--- src/rtl/wb_arb_pkg.sv ---
// Shared definitions for the three-master Wishbone round-robin arbiter:
// FSM state encoding, master index constants and the rotation helper.
package wb_arb_pkg;

  typedef enum logic [1:0] {
    ST_IDLE  = 2'd0,
    ST_GRANT = 2'd1,
    ST_ERR   = 2'd2
  } arb_state_t;

  localparam int unsigned M_LM32I = 0;
  localparam int unsigned M_LM32D = 1;
  localparam int unsigned M_CAM   = 2;
  localparam int unsigned WDOG_W  = 8;

  // Priority pointer after the given one-hot owner releases: owner+1 mod 3.
  function automatic logic [1:0] next_prio(input logic [2:0] gnt);
    logic [1:0] p;
    p = 2'(M_LM32I);
    case (gnt)
      3'b001:  p = 2'(M_LM32D);
      3'b010:  p = 2'(M_CAM);
      default: p = 2'(M_LM32I);
    endcase
    return p;
  endfunction

endpackage

--- src/rtl/wb_rr_pick.sv ---
// Combinational 3-way rotating priority encoder: scans req from prio,
// prio+1, prio+2 (mod 3) and returns the first requester one-hot.
module wb_rr_pick
  import wb_arb_pkg::*;
(
  input  logic [2:0] req,
  input  logic [1:0] prio,
  output logic [2:0] gnt,
  output logic       valid
);

  always_comb begin
    gnt   = '0;
    valid = |req;
    case (prio)
      2'd1: begin
        if      (req[1]) gnt = 3'b010;
        else if (req[2]) gnt = 3'b100;
        else if (req[0]) gnt = 3'b001;
      end
      2'd2: begin
        if      (req[2]) gnt = 3'b100;
        else if (req[0]) gnt = 3'b001;
        else if (req[1]) gnt = 3'b010;
      end
      // prio 3 never occurs; it falls back to the reset scan order.
      default: begin
        if      (req[0]) gnt = 3'b001;
        else if (req[1]) gnt = 3'b010;
        else if (req[2]) gnt = 3'b100;
      end
    endcase
  end

endmodule

--- src/rtl/wb_rr_arbiter.sv ---
// Three-master round-robin Wishbone arbiter (lm32i, lm32d, cam DMA) with a
// held-for-cycle grant and a stall watchdog that returns err to the owner.
module wb_rr_arbiter
  import wb_arb_pkg::*;
#(
  parameter int unsigned adr_width      = 32,
  parameter int unsigned timeout_cycles = 255
) (
  input  logic                 clk,
  input  logic                 reset,
  input  logic [adr_width-1:0] m0_adr_i,
  input  logic [31:0]          m0_dat_i,
  output logic [31:0]          m0_dat_o,
  input  logic [3:0]           m0_sel_i,
  input  logic                 m0_we_i,
  input  logic                 m0_cyc_i,
  input  logic                 m0_stb_i,
  output logic                 m0_ack_o,
  output logic                 m0_err_o,
  input  logic [adr_width-1:0] m1_adr_i,
  input  logic [31:0]          m1_dat_i,
  output logic [31:0]          m1_dat_o,
  input  logic [3:0]           m1_sel_i,
  input  logic                 m1_we_i,
  input  logic                 m1_cyc_i,
  input  logic                 m1_stb_i,
  output logic                 m1_ack_o,
  output logic                 m1_err_o,
  input  logic [adr_width-1:0] m2_adr_i,
  input  logic [31:0]          m2_dat_i,
  output logic [31:0]          m2_dat_o,
  input  logic [3:0]           m2_sel_i,
  input  logic                 m2_we_i,
  input  logic                 m2_cyc_i,
  input  logic                 m2_stb_i,
  output logic                 m2_ack_o,
  output logic                 m2_err_o,
  output logic [adr_width-1:0] s_adr_o,
  output logic [31:0]          s_dat_o,
  output logic [3:0]           s_sel_o,
  output logic                 s_we_o,
  output logic                 s_cyc_o,
  output logic                 s_stb_o,
  input  logic [31:0]          s_dat_i,
  input  logic                 s_ack_i,
  output logic [2:0]           gnt_o,
  output logic                 timeout_o
);

  localparam logic [WDOG_W-1:0] WDOG_LAST = WDOG_W'(timeout_cycles - 1);

  arb_state_t        state_q, state_d;
  logic [2:0]        gnt_q, gnt_d;
  logic [1:0]        prio_q, prio_d;
  logic [WDOG_W-1:0] wdog_q, wdog_d;

  logic [2:0]           pick_gnt;
  logic                 pick_valid;
  logic [adr_width-1:0] own_adr;
  logic [31:0]          own_dat;
  logic [3:0]           own_sel;
  logic                 own_we, own_cyc, own_stb;
  logic                 in_grant, in_err;

  wb_rr_pick u_pick (
    .req   ({m2_cyc_i, m1_cyc_i, m0_cyc_i}),
    .prio  (prio_q),
    .gnt   (pick_gnt),
    .valid (pick_valid)
  );

  always_comb begin
    own_adr = '0;
    own_dat = '0;
    own_sel = '0;
    own_we  = 1'b0;
    own_cyc = 1'b0;
    own_stb = 1'b0;
    unique case (gnt_q)
      3'b001: begin
        own_adr = m0_adr_i; own_dat = m0_dat_i; own_sel = m0_sel_i;
        own_we  = m0_we_i;  own_cyc = m0_cyc_i; own_stb = m0_stb_i;
      end
      3'b010: begin
        own_adr = m1_adr_i; own_dat = m1_dat_i; own_sel = m1_sel_i;
        own_we  = m1_we_i;  own_cyc = m1_cyc_i; own_stb = m1_stb_i;
      end
      3'b100: begin
        own_adr = m2_adr_i; own_dat = m2_dat_i; own_sel = m2_sel_i;
        own_we  = m2_we_i;  own_cyc = m2_cyc_i; own_stb = m2_stb_i;
      end
      default: ;
    endcase
  end

  always_comb begin
    state_d = state_q;
    gnt_d   = gnt_q;
    prio_d  = prio_q;
    wdog_d  = wdog_q;
    case (state_q)
      ST_IDLE: begin
        wdog_d = '0;
        if (pick_valid) begin
          gnt_d   = pick_gnt;
          state_d = ST_GRANT;
        end
      end
      ST_GRANT: begin
        if (!own_cyc) begin
          state_d = ST_IDLE;
          gnt_d   = '0;
          prio_d  = next_prio(gnt_q);
          wdog_d  = '0;
        end else if (own_stb && !s_ack_i) begin
          // An ack on the threshold cycle skips this branch, so ack beats err.
          if (wdog_q == WDOG_LAST) begin
            state_d = ST_ERR;
            wdog_d  = '0;
          end else begin
            wdog_d = wdog_q + 1'b1;
          end
        end else begin
          wdog_d = '0;
        end
      end
      ST_ERR: begin
        state_d = ST_GRANT;
        wdog_d  = '0;
      end
      default: begin
        state_d = ST_IDLE;
        gnt_d   = '0;
        wdog_d  = '0;
      end
    endcase
  end

  always_ff @(posedge clk) begin
    if (reset) begin
      state_q <= ST_IDLE;
      gnt_q   <= '0;
      prio_q  <= '0;
      wdog_q  <= '0;
    end else begin
      state_q <= state_d;
      gnt_q   <= gnt_d;
      prio_q  <= prio_d;
      wdog_q  <= wdog_d;
    end
  end

  assign in_grant = (state_q == ST_GRANT);
  assign in_err   = (state_q == ST_ERR);

  assign s_adr_o = own_adr;
  assign s_dat_o = own_dat;
  assign s_sel_o = own_sel;
  assign s_we_o  = own_we  & in_grant;
  assign s_cyc_o = own_cyc & in_grant;
  assign s_stb_o = own_stb & in_grant;

  assign m0_dat_o = s_dat_i;
  assign m1_dat_o = s_dat_i;
  assign m2_dat_o = s_dat_i;

  assign m0_ack_o = s_ack_i & gnt_q[M_LM32I] & in_grant;
  assign m1_ack_o = s_ack_i & gnt_q[M_LM32D] & in_grant;
  assign m2_ack_o = s_ack_i & gnt_q[M_CAM]   & in_grant;
  assign m0_err_o = gnt_q[M_LM32I] & in_err;
  assign m1_err_o = gnt_q[M_LM32D] & in_err;
  assign m2_err_o = gnt_q[M_CAM]   & in_err;

  assign gnt_o     = gnt_q;
  assign timeout_o = in_err;

endmodule

--- config.mk ---
export PLATFORM = sky130hd
export DESIGN_NAME = wb_rr_arbiter
export DESIGN_NICKNAME = d
export VERILOG_FILES = /design/src/rtl/wb_arb_pkg.sv /design/src/rtl/wb_rr_pick.sv /design/src/rtl/wb_rr_arbiter.sv
export SDC_FILE = /design/constraint.sdc
export NUM_CORES = 1
export LEC_CHECK = 0
export CAP_MARGIN = 5
export CORE_AREA = 3 3 164 166
export CTS_CLUSTER_DIAMETER = 60
export DETAILED_ROUTE_END_ITERATION = 12
export DIE_AREA = 0 0 167 169
export PLACE_DENSITY = 0.53
export SLEW_MARGIN = 10
export SYNTH_ARGS = -nofsm -noshare
export SYNTH_HDL_FRONTEND = slang
export SYNTH_SLANG_ARGS = --single-unit
--- constraint.sdc ---
create_clock -name clk -period 2 [get_ports clk]
set_input_delay 0.4 -clock clk [delete_from_list [all_inputs] [get_ports clk]]
set_output_delay 0.4 -clock clk [all_outputs]
set_load 0.02 [all_outputs]
==> impl_metrics.toml <==
[sta]
setup_viol = 29
fin_ws_ns = -0.0580
rsz0062_at_grt = "true"
fin_crit_ns = 2.06
maxSlewViolCount = 0
skew_ns = 0.000646
period_share_pct = 103
slew_headroom_pct = 67.8
fin_tns_setup_ns = -0.519
finalHoldViolCount = 0
hold-worst-slack_ns = 0.468
max_freq_mhz = 486
worst_pin_slew_ns = 0.483

[yosys]
synth.distinct_cells = 37
syn_area_per_cell_um2 = 6.49
netlist_top_cells_count = "buf_4 (96), nand2_1 (71), a22oi_1 (70), o21ai_0 (70), clkbuf_1 (25)"
synth.area.top_cells = "buf_4 (25%), a22oi_1 (19%), o21ai_0 (12%)"
synth_top_area_share_pct = 25.5
ys_seq_elements = 15
synthArstFlopShare_pct = 0
synth_ff_type = "dfxtp_1"
syn_inst = 436
synth_warnings = 0
synth_edf_count = 0
syn_nets = 688
ys_seq_area_share_pct = 10.6
synth_most_common_cell = "buf_4"
synth_top_area_cell = "buf_4"
syn_area_mm2 = 0.00283

[global_routing]
grt_pass1_wl_mm = 25.7
use_met3_pct = 2.64
grt_overflow = 0
grt_pass1_vias = 3946
grt_max_degree = 36
antenna_found_initial = 2
busiest_layer = "met2"
grt_usage_pct = 11.6
use_met2_pct = 20.4
met1_usage_pct = 15.1

[placed_design]
place_inst = 993
port_buffers = 296
place.gp.congestion = 0.808
post-place-ws_ns = -0.747
hpwl_mm = 15.0

[die]
die_h_um = 169
die_area_mm2 = 0.0282
ioPinCount = 425
num_rows = 59
initial_utilization_pct = 11.0
die_x_um = 167
core_area_mm2 = 0.0258

[detailed_routing]
wl_mm = 18.3
route.detailed.vias_per_inst = 3.90
first_iter_violations = 137
drc_errors = 0
drt-pass1-iter-count = 4
ant_nets = 0
via_count = 3951
wl_per_cell_um = 18.1

[pwr]
power_density_mw_per_mm2 = 312
peakVddDrop_v = 0.000365
total_power_w = 0.00208
p_leak_nw = 2.56

[clocking]
root_buffer = "clkbuf_16"
path_clk_slew_ns = 0.05
cts_buffers = 3
worstSkewPairLatency_ns = 0.24
htreeDepth = 1
cts_tree = "yes"
cts_buffer_depth = 2
cts.sinks = 15

[critical_path]
worst-setup-path-type = "register to output pin"
start_kind = "register"
path_max_fanout = 7
arrival_ns = 1.66
critPathCaptureType = "output pin"
crit_required_ns = 1.60
reg2reg_slack_ns = 0.19

[outcome]
status = "finished, violations left"
violations = "setup timing"

[finish]
fin_nets = 931
area_growth_pct = 135
drive_gt1_share_pct = 38.2
fill_cells = 2784
instances_no_fill = 1014

[flow_run]
maxCapViolCount = 0

[hold_path]
hold_path_class = "register to register"
worst max-delay path, cell delays in order, from the launching register on:
cell and delay [ns]:
dfxtp_2 0.32, nor2b_4 0.13, buf_12 0.14, buf_12 0.12, buf_12 0.12, buf_8 0.13, a22oi_2 0.21, o21ai_2 0.11
buf_12 0.14
cells in the final DEF, fill, tap and decap left out, drive strengths merged, types with 2 or more instances in the layout:
| cell type | netlist | routed |
|---|---|---|
| clkdlybuf4s50 | 0 | 218 |
| buf | 104 | 141 |
| o21ai | 71 | 71 |
| nand2 | 71 | 71 |
| a22oi | 70 | 70 |
| nor2 | 18 | 18 |
| dfxtp | 15 | 15 |
| inv | 7 | 7 |
| nand3 | 6 | 6 |
| and3 | 5 | 5 |
| clkbuf | 25 | 5 |
| dlygate4sd2 | 0 | 5 |
| a21oi | 5 | 5 |
| and2 | 4 | 4 |
| ha | 4 | 4 |
| nor2b | 4 | 4 |
| xor2 | 3 | 3 |
| xnor2 | 3 | 3 |
| nor4bb | 2 | 2 |
| o31ai | 2 | 2 |
| nor3 | 2 | 2 |
| a31oi | 2 | 2 |
| a211oi | 2 | 2 |
flip-flops by register name (all words and copies together), names as in the netlist:
name     flops
gnt_o        3
state_q      2
prio_q       2
wdog_q       8
where the power goes:
part | switching (W) | leakage (nW) | internal, W
registers | 0.00000516 | 0.123 | 0.000305
clock network | 0.000115 | 0.0409 | 0.000266
logic | 0.000591 | 2.39 | 0.000793
logic make-up (layout without fill, tap and decap cells):
group / Yosys count / after routing / share of synthesized area [%]
xor gates and xnor gates: 6 / 6 / 1.86
other: 0 / 1 / 0
and+or+nand+nor: 116 / 116 / 18.6
adders and majority gates: 4 / 4 / 1.77
buffers and inverters: 136 / 378 / 31.0
DFF: 15 / 15 / 10.6
AOI/OAI and AO/OA: 159 / 159 / 36.2
through the flow:
stage               area [um2]  util, %
floorplan                 3100        -
global placement          6160     23.9
detailed placement        6160     23.9
CTS                       6420     24.9
global route              6650     25.8
finish                    6650     25.8
cell type report:
type	count	area, um2	share of cell area [%]
Antenna cell	1	2.50	0.0376
Clock inverter	1	5.00	0.0752
Timing Repair Buffer	367	3680	55.3
Sequential cell	15	309	4.65
Tap cell	335	419	6.30
Clock buffer	3	75.1	1.13
Inverter	7	26.3	0.395
Multi-Input combinational cell	285	2130	32.1
layer usage:
layer | part of all wire (%) | up-vias
li1 | - | 1943
met1 | 42 | 1784
met2 | 50 | 213
met3 | 6.6 | 11
met4 | 0.73 | 0
met5 | 0 | -
path summary, 6_finish.rpt:
path,from,endpoint,depth (start not counted)
setup reg to reg,gnt_o[1],wdog_q[0],9
hold reg to reg,wdog_q[0],wdog_q[0],1
setup / recovery,gnt_o[1],s_dat_o[8],8
hold / removal,wdog_q[0],wdog_q[0],1
repair_timing:
action	4_1_cts	5_1_grt
endpoints found under the setup margin	77	85
setup buffers	13	4
cloned	0	2
hold buffers	0	0
resized for setup	337	45
pin swaps	8	20
Note: power is estimated with default switching activity, not from simulation.
